--- src/rtl/vga_pkg.sv ---
// rtl/vga_pkg.sv - shared tile map geometry, writer FSM encoding and request entry type.
package vga_pkg;

   localparam int VGA_ADDR_W = 16;
   localparam int VGA_DATA_W = 16;
   localparam int MAP_BASE   = 1;
   localparam int MAP_COLS   = 20;
   localparam int MAP_ROWS   = 15;

   typedef enum logic [1:0] {
      IDLE  = 2'd0,
      DRAIN = 2'd1,
      FILL  = 2'd2
   } state_t;

   typedef struct packed {
      logic [VGA_ADDR_W-1:0] addr;
      logic [VGA_DATA_W-1:0] data;
   } req_entry_t;

endpackage

--- src/rtl/vga_req_fifo.sv ---
// rtl/vga_req_fifo.sv - synchronous request FIFO with occupancy count, async active-high reset.
module vga_req_fifo #(
   parameter int WIDTH = 32,
   parameter int DEPTH = 8
) (
   input  logic                   clk,
   input  logic                   rst,
   input  logic                   push,
   input  logic [WIDTH-1:0]       push_data,
   input  logic                   pop,
   output logic [WIDTH-1:0]       pop_data,
   output logic [$clog2(DEPTH):0] count,
   output logic                   empty
);

   localparam int AW = $clog2(DEPTH);
   localparam logic [AW:0] FULL_COUNT = (AW+1)'(DEPTH);

   logic [WIDTH-1:0] store [DEPTH];
   logic [AW-1:0]    wr_ptr;
   logic [AW-1:0]    rd_ptr;
   logic             do_push;
   logic             do_pop;

   assign empty    = (count == '0);
   assign do_push  = push && (count != FULL_COUNT);
   assign do_pop   = pop && !empty;
   assign pop_data = store[rd_ptr];

   // Storage needs no reset; only the pointers and count define validity.
   always_ff @(posedge clk) begin
      if (do_push) store[wr_ptr] <= push_data;
   end

   always_ff @(posedge clk or posedge rst) begin
      if (rst) begin
         wr_ptr <= '0;
         rd_ptr <= '0;
         count  <= '0;
      end else begin
         if (do_push) wr_ptr <= wr_ptr + 1'b1;
         if (do_pop)  rd_ptr <= rd_ptr + 1'b1;
         if (do_push && !do_pop)      count <= count + 1'b1;
         else if (do_pop && !do_push) count <= count - 1'b1;
      end
   end

endmodule

--- src/rtl/vga_tilemap_writer.sv ---
// rtl/vga_tilemap_writer.sv - CPU-side tile map writer: (x,y) requests and whole-map fill,
// committed to the RAM write port only while the display is blanked.
module vga_tilemap_writer #(
   parameter int ADDR_W     = vga_pkg::VGA_ADDR_W,
   parameter int DATA_W     = vga_pkg::VGA_DATA_W,
   parameter int MAP_BASE   = vga_pkg::MAP_BASE,
   parameter int MAP_COLS   = vga_pkg::MAP_COLS,
   parameter int MAP_ROWS   = vga_pkg::MAP_ROWS,
   parameter int FIFO_DEPTH = 8
) (
   input  logic                        clk,
   input  logic                        rst,
   input  logic                        req_valid,
   output logic                        req_ready,
   input  logic [4:0]                  req_x,
   input  logic [3:0]                  req_y,
   input  logic [DATA_W-1:0]           req_tile,
   input  logic                        fill_start,
   input  logic [DATA_W-1:0]           fill_tile,
   output logic                        fill_busy,
   input  logic                        vblank,
   output logic                        mem_we,
   output logic [ADDR_W-1:0]           mem_addr,
   output logic [DATA_W-1:0]           mem_din,
   output logic                        err_range,
   output logic [$clog2(FIFO_DEPTH):0] fifo_count
);

   import vga_pkg::state_t;
   import vga_pkg::IDLE;
   import vga_pkg::DRAIN;
   import vga_pkg::FILL;

   localparam int CNT_W = $clog2(FIFO_DEPTH) + 1;
   localparam int ENT_W = ADDR_W + DATA_W;
   localparam logic [ADDR_W-1:0] FILL_FIRST = ADDR_W'(MAP_BASE);
   localparam logic [ADDR_W-1:0] FILL_LAST  = ADDR_W'(MAP_BASE + MAP_COLS * MAP_ROWS - 1);

   state_t              state;
   state_t              state_nx;
   logic                hs;
   logic                in_range;
   logic                push;
   logic                pop;
   logic                fifo_empty;
   logic [ADDR_W-1:0]   req_addr;
   logic [ENT_W-1:0]    push_entry;
   logic [ENT_W-1:0]    pop_entry;
   logic                fill_go;
   logic                fill_pend;
   logic                fill_enter;
   logic                fill_step;
   logic [ADDR_W-1:0]   fill_addr;
   logic [DATA_W-1:0]   fill_value;
   logic                we_d;
   logic [ADDR_W-1:0]   addr_d;
   logic [DATA_W-1:0]   din_d;

   assign req_ready  = !rst && (fifo_count < CNT_W'(FIFO_DEPTH));
   assign hs         = req_valid && req_ready;
   assign in_range   = (int'(req_x) < MAP_COLS) && (int'(req_y) < MAP_ROWS);
   assign push       = hs && in_range;
   assign req_addr   = ADDR_W'(MAP_BASE + int'(req_y) * MAP_COLS + int'(req_x));
   assign push_entry = {req_addr, req_tile};

   // fill_busy lags the state by one cycle, so both must be checked to ignore a restart.
   assign fill_go    = fill_start && !fill_busy && (state != FILL);
   assign fill_enter = (state == IDLE) && (state_nx == FILL);

   vga_req_fifo #(
      .WIDTH (ENT_W),
      .DEPTH (FIFO_DEPTH)
   ) u_fifo (
      .clk       (clk),
      .rst       (rst),
      .push      (push),
      .push_data (push_entry),
      .pop       (pop),
      .pop_data  (pop_entry),
      .count     (fifo_count),
      .empty     (fifo_empty)
   );

   always_ff @(posedge clk or posedge rst) begin
      if (rst) state <= IDLE;
      else     state <= state_nx;
   end

   always_comb begin
      state_nx = state;
      case (state)
         IDLE: begin
            if (fill_go || fill_pend)        state_nx = FILL;
            else if (vblank && !fifo_empty)  state_nx = DRAIN;
         end
         DRAIN: if (!vblank || fifo_empty)   state_nx = IDLE;
         FILL:  if (vblank && fill_addr == FILL_LAST) state_nx = IDLE;
         default: state_nx = IDLE;
      endcase
   end

   // IDLE pops directly so a single request lands one cycle after acceptance.
   always_comb begin
      pop       = 1'b0;
      fill_step = 1'b0;
      we_d      = 1'b0;
      addr_d    = mem_addr;
      din_d     = mem_din;
      case (state)
         IDLE:  pop = !(fill_go || fill_pend) && vblank && !fifo_empty;
         DRAIN: pop = vblank && !fifo_empty;
         FILL: begin
            if (vblank) begin
               fill_step = 1'b1;
               we_d      = 1'b1;
               addr_d    = fill_addr;
               din_d     = fill_value;
            end
         end
         default: pop = 1'b0;
      endcase
      if (pop) begin
         we_d   = 1'b1;
         addr_d = pop_entry[ENT_W-1 -: ADDR_W];
         din_d  = pop_entry[DATA_W-1:0];
      end
   end

   always_ff @(posedge clk or posedge rst) begin
      if (rst) begin
         mem_we     <= 1'b0;
         mem_addr   <= '0;
         mem_din    <= '0;
         err_range  <= 1'b0;
         fill_busy  <= 1'b0;
         fill_pend  <= 1'b0;
         fill_addr  <= '0;
         fill_value <= '0;
      end else begin
         mem_we    <= we_d;
         mem_addr  <= addr_d;
         mem_din   <= din_d;
         err_range <= hs && !in_range;
         fill_busy <= (state == FILL);
         if (fill_go) begin
            fill_value <= fill_tile;
            if (state == DRAIN) fill_pend <= 1'b1;
         end
         if (fill_enter) begin
            fill_addr <= FILL_FIRST;
            fill_pend <= 1'b0;
         end else if (fill_step) begin
            fill_addr <= fill_addr + 1'b1;
         end
      end
   end

endmodule

--- config.mk ---
export PLATFORM = sky130hd
export DESIGN_NAME = vga_tilemap_writer
export DESIGN_NICKNAME = d
export VERILOG_FILES = /design/src/rtl/vga_pkg.sv /design/src/rtl/vga_req_fifo.sv /design/src/rtl/vga_tilemap_writer.sv
export SDC_FILE = /design/constraint.sdc
export NUM_CORES = 1
export LEC_CHECK = 0
export BUFFER_PORTS_ARGS = -buffer_cell sky130_fd_sc_hd__buf_2
export CAP_MARGIN = 30
export CORE_MARGIN = 3
export CORE_UTILIZATION = 60
export DETAILED_ROUTE_END_ITERATION = 16
export HOLD_SLACK_MARGIN = 0.12
export PLACE_DENSITY = 0.87
export SETUP_SLACK_MARGIN = 0.05
export SLEW_MARGIN = 0
export SYNTH_ARGS = -nofsm -noshare
export SYNTH_HDL_FRONTEND = slang
export SYNTH_SLANG_ARGS = --single-unit
--- constraint.sdc ---
create_clock -name clk -period 4.6 [get_ports clk]
set_input_delay 0.46 -clock clk [delete_from_list [all_inputs] [get_ports clk]]
set_output_delay 0.46 -clock clk [all_outputs]
set_load 0.01 [all_outputs]
==> impl.org <==
** Critical path
- The worst setup path is launched from a flip-flop.
- Critical path's slowest cell :: and2_1
- STA puts the critical path data required time at 5.01 ns.
- Counting both buffers and inverters, the worst setup path holds a total of 3.
- Type of the worst setup path :: reg -> reg
- Delay-heaviest family, CP :: compound AO/OA/AOI/OAI gates
- At the worst endpoint, the arrival time is 4.07 ns.
- Of all nets on the critical path, the largest fanout is 20.
- The critical path goes through nor4_1 > nor3b_1 > buf_4 > and2_1 > inv_1 > ha_1 > inv_1 > ha_1 > a21o_1 > a2111oi_0 > a31oi_1 > a221o_1.
- STA classifies the critical path endpoint as a flip-flop.
- On the worst path, the slowest cell contributes a delay of 0.56 ns.

** Place
- Worst slack at placement :: 1.006 ns
- # placed instances :: 1000
- Buffers placed on the I/O ports in this run total 85.
- Once detailed placement completed, the half-perimeter wirelength came to 15.00 mm.
- At the end of routability-driven placement, the weighted congestion stood at 0.9265.
- The placed instances occupy a cell area of 12610 um^2.

** Logic synthesis
- In the synthesized netlist the dominant register cell turns out to be edfxtp_1.
- Total of warnings raised by yosys :: 0
- After synthesis, the share of flip-flops with an asynchronous set or reset is 27.78%.
- Synthesis inferred 288 register bits.
- Synthesized Nets :: 739
- EDFF count, synth :: 208
- Summing the sequential cell areas from Yosys gives 69.55% of the chip area.
- The mapped netlist covers 11860 um^2.
- Syn avg cell area :: 17.54 um^2
- The number of different library cells used by synthesis comes to 51.
- In the synthesized netlist, the number of instances is 676.

** Final layout
- In the final layout, flip-flops and latches occupy 8252 um^2.
- For this run, the post-layout net count is 835.
- Excluding fillers, the count of instances in the completed layout stands at 1054.
- Number of fill cells :: 1120
- The number of antenna diodes in the final layout is 0.
- Relative to the synthesized area, the layout overhead comes to 13.72%.
- In the final layout, the share of cells above drive strength 1 is 26.07%.
- At the end of the flow the core is filled with cells to 70.68%.
- Area of the multi-input gates :: 3423 um^2
- Once layout is done, the placed cells without fillers occupy 13490 um^2.

** Floorplan
- Die Outline Area :: 21490 um^2
- Die Y-Extent :: 146.6 um
- Site Rows :: 50
- Core area :: 19080 um^2
- The floorplan step set the die width to 146.6 um.
- In this run the count of I/O pins placed on the die edge is 86.
- Effective utilization at floorplan :: 62.15%

** Timing
- Tightest slew margin relative to the limit :: 35.02%
- The number of pins with negative max-slew slack in the final report is 0.
- FMAX :: 273.0 MHz
- Adding up every negative setup slack in the final design gives 0 ns.
- Final worst setup slack :: 0.9370 ns
- Setup violations remaining at the end of the flow were counted as 0.
- Count of endpoints failing hold in the final timing report :: 0
- RSZ-0062 raised after global routing :: no
- Worst Clk Skew :: 0.01720 ns
- In the finished design, the share of the clock period the worst path needs comes to 79.63%.
- Time the worst path needs with I/O delays and setup :: 3.663 ns
- For the pin with the worst max-slew slack, the measured transition is 0.9725 ns.

** Job
- Max cap viols :: 0

** Drt
- In the final routed layout, each cell accounts on average for 23.58 um.
- Antenna violation net count after detailed routing :: 0
- In this run, the number of DRC markers left after iteration 0 of detailed routing was 495.
- The first detailed-routing pass ran for 7 iterations.
- Vias post-DR :: 6611
- Summed over all layers, the routed wires come to 24.85 mm.
- Average via count per standard cell :: 6.272
- Remaining DRCs :: 0

** Global routing
- The first global-routing pass estimated 39.14 mm of wire.
- Total global routing overflow :: 0
- Global routing used 23.48% of the available tracks.
- Largest net degree at the start of global routing :: 81
- The via count of the first global-routing pass was 6969.
- Number of antenna violations at the first check in global routing :: 3

** Power and ir drop
- The clock network accounts for 26.8% of the total power.
- Cell internal power was estimated by the tool at 5408 uW.
- Net Switching :: 2345 uW
- Comb pwr share :: 27.7%
- Reg power frac :: 45.5%
- VDD sags by at most 0.2843 mV.
- Switching part of the total :: 30.25%
- For this design the ratio of total power to cell area is 575.0 nW/um^2.
- In this run the static leakage power is 0.005075 uW.

** Clock network
- In this run the deepest clock path goes through 3 buffers.
- Clock tree synthesis selected as its root buffer the cell clkbuf_16.
- Number of buffers created by CTS :: 28
- Clock insertion delay at the later pin of the skew report :: 0.53 ns
- CTS clk-pin slew, worst paths :: 0.06 ns
- CTS tree :: yes
- Post-CTS repair changed the size of 0 cells.
- CTS built an H-tree with a depth of 1.
- Number of clock sinks :: 288
- # Post-CTS Setup Buffers :: 0
- Count of hold buffers inserted by post-cts repair :: 0

** Hold path
- Hold Crit Class :: in -> reg

** Run status
- Status :: finished clean
-- state kept, by name, summed over array words and instances, names as in the netlist --
signal,flops
u_fifo.store,208
err_range,1
fill_pend,1
fill_value,16
u_fifo.count,4
u_fifo.wr_ptr,3
state,2
mem_addr,16
u_fifo.rd_ptr,3
fill_busy,1
mem_din,16
mem_we,1
fill_addr,16
-- cells by family after synthesis --
logic type	after synthesis	synth area share [%]
mux	97	14.90
simple gates	138	5.856
fa+ha+maj	17	1.920
compound gates	64	4.178
buf+inv	51	2.047
xor+xnor	21	1.551
flops	288	69.55
-- worst reg2reg max path, delay by kind of cell, from the launching register on --
family / cells / cell delay [ns]
fa+ha+maj: 2 / 0.53
compound gates: 4 / 1.07
simple gates: 3 / 0.91
buf+inv: 3 / 0.59
flops: 1 / 0.46
-- worst paths after layout --
kind | startpoint | end | slack, ns | cells after the start
hold reg to reg | fill_value[13] | fill_value[13] | 0.51 | 1
setup / recovery | u_fifo.count[0] | u_fifo.count[3] | 0.94 | 12
min in group asynchronous | rst | u_fifo.wr_ptr[0] | 0.45 | 4
hold / removal | fill_tile[5] | fill_value[5] | 0.16 | 2
max in group asynchronous | rst | u_fifo.rd_ptr[1] | 3.60 | 5
setup reg to reg | u_fifo.count[0] | u_fifo.count[3] | 0.94 | 12
-- Yosys cell counts (8+ instances only) --
library cell / instances / area (um^2)
nor3_1: 9 / 45.04
nor2_1: 36 / 135.1
inv_1: 19 / 71.32
dfrtp_1: 80 / 2002
ha_1: 15 / 187.7
a221oi_1: 9 / 78.83
nand4_1: 10 / 62.56
and3_1: 20 / 125.1
edfxtp_1: 208 / 6246
nand3_1: 8 / 40.04
a21oi_1: 8 / 40.04
a221o_1: 18 / 180.2
nand2_1: 31 / 116.4
o21ai_0: 9 / 45.04
mux2_2: 35 / 394.1
mux2i_1: 10 / 100.1
clkbuf_1: 19 / 71.32
xnor2_1: 14 / 122.6
mux4_1: 27 / 709.4
mux4_2: 25 / 563.0
-- placed cells by master, fill, tap and decap left out, types with 4 or more instances in the layout --
master / synthesis / layout
xor2_1: 7 / 7
nor4_1: 4 / 4
a21oi_1: 8 / 8
nand2b_1: 4 / 4
and3_1: 20 / 20
ha_1: 15 / 15
nor2_4: 0 / 6
nand2_1: 31 / 31
inv_1: 19 / 18
buf_2: 5 / 85
dfrtp_1: 80 / 77
mux2i_1: 10 / 10
mux2_2: 35 / 35
a221oi_1: 9 / 9
clkbuf_16: 0 / 28
xnor2_1: 14 / 14
mux4_2: 25 / 25
buf_4: 1 / 9
nor3_1: 9 / 7
clkinv_2: 0 / 4
clkbuf_1: 19 / 13
mux4_1: 27 / 27
o21ai_0: 9 / 9
nand4_1: 10 / 10
nor2_1: 36 / 30
a221o_1: 18 / 18
nor2b_1: 4 / 4
edfxtp_1: 208 / 208
nand3_1: 8 / 8
-- layout make-up --
cell class	instances	share of cell area, %
Multi-Input combinational cell	337	25.39
Sequential cell	288	61.19
Inverter	19	0.5381
Timing Repair Buffer	98	4.231
Tap cell	260	2.412
Clock buffer	44	5.864
Clock inverter	8	0.3804
-- per-stage QoR --
stage / hold WS, ns / power [uW]
floorplan: 0.4758 / 4998
global placement: 0.4842 / 5515
detailed placement: 0.4906 / 5669
CTS: 0.1423 / 7779
global route: 0.1410 / 8104
finish: 0.1576 / 7754
-- routing by layer --
metal | up-vias | global-route usage, % | wire (um)
li1 | 2883 | - | -
met1 | 3373 | 32.16 | 9869
met2 | 298 | 38.26 | 12470
met3 | 53 | 4.997 | 1883
met4 | 4 | 7.855 | 603
met5 | - | 0 | 25
-- power by group through the flow --
stage	clock network (uW)	logic, uW	registers (uW)
2_1_floorplan	0	1570	3430
3_3_place_gp	0	1890	3630
3_5_place_dp	0	2110	3560
4_1_cts	2110	2150	3520
5_1_grt	2220	2320	3560
6_report	2080	2150	3530
Power figures use the tool's default switching activity.
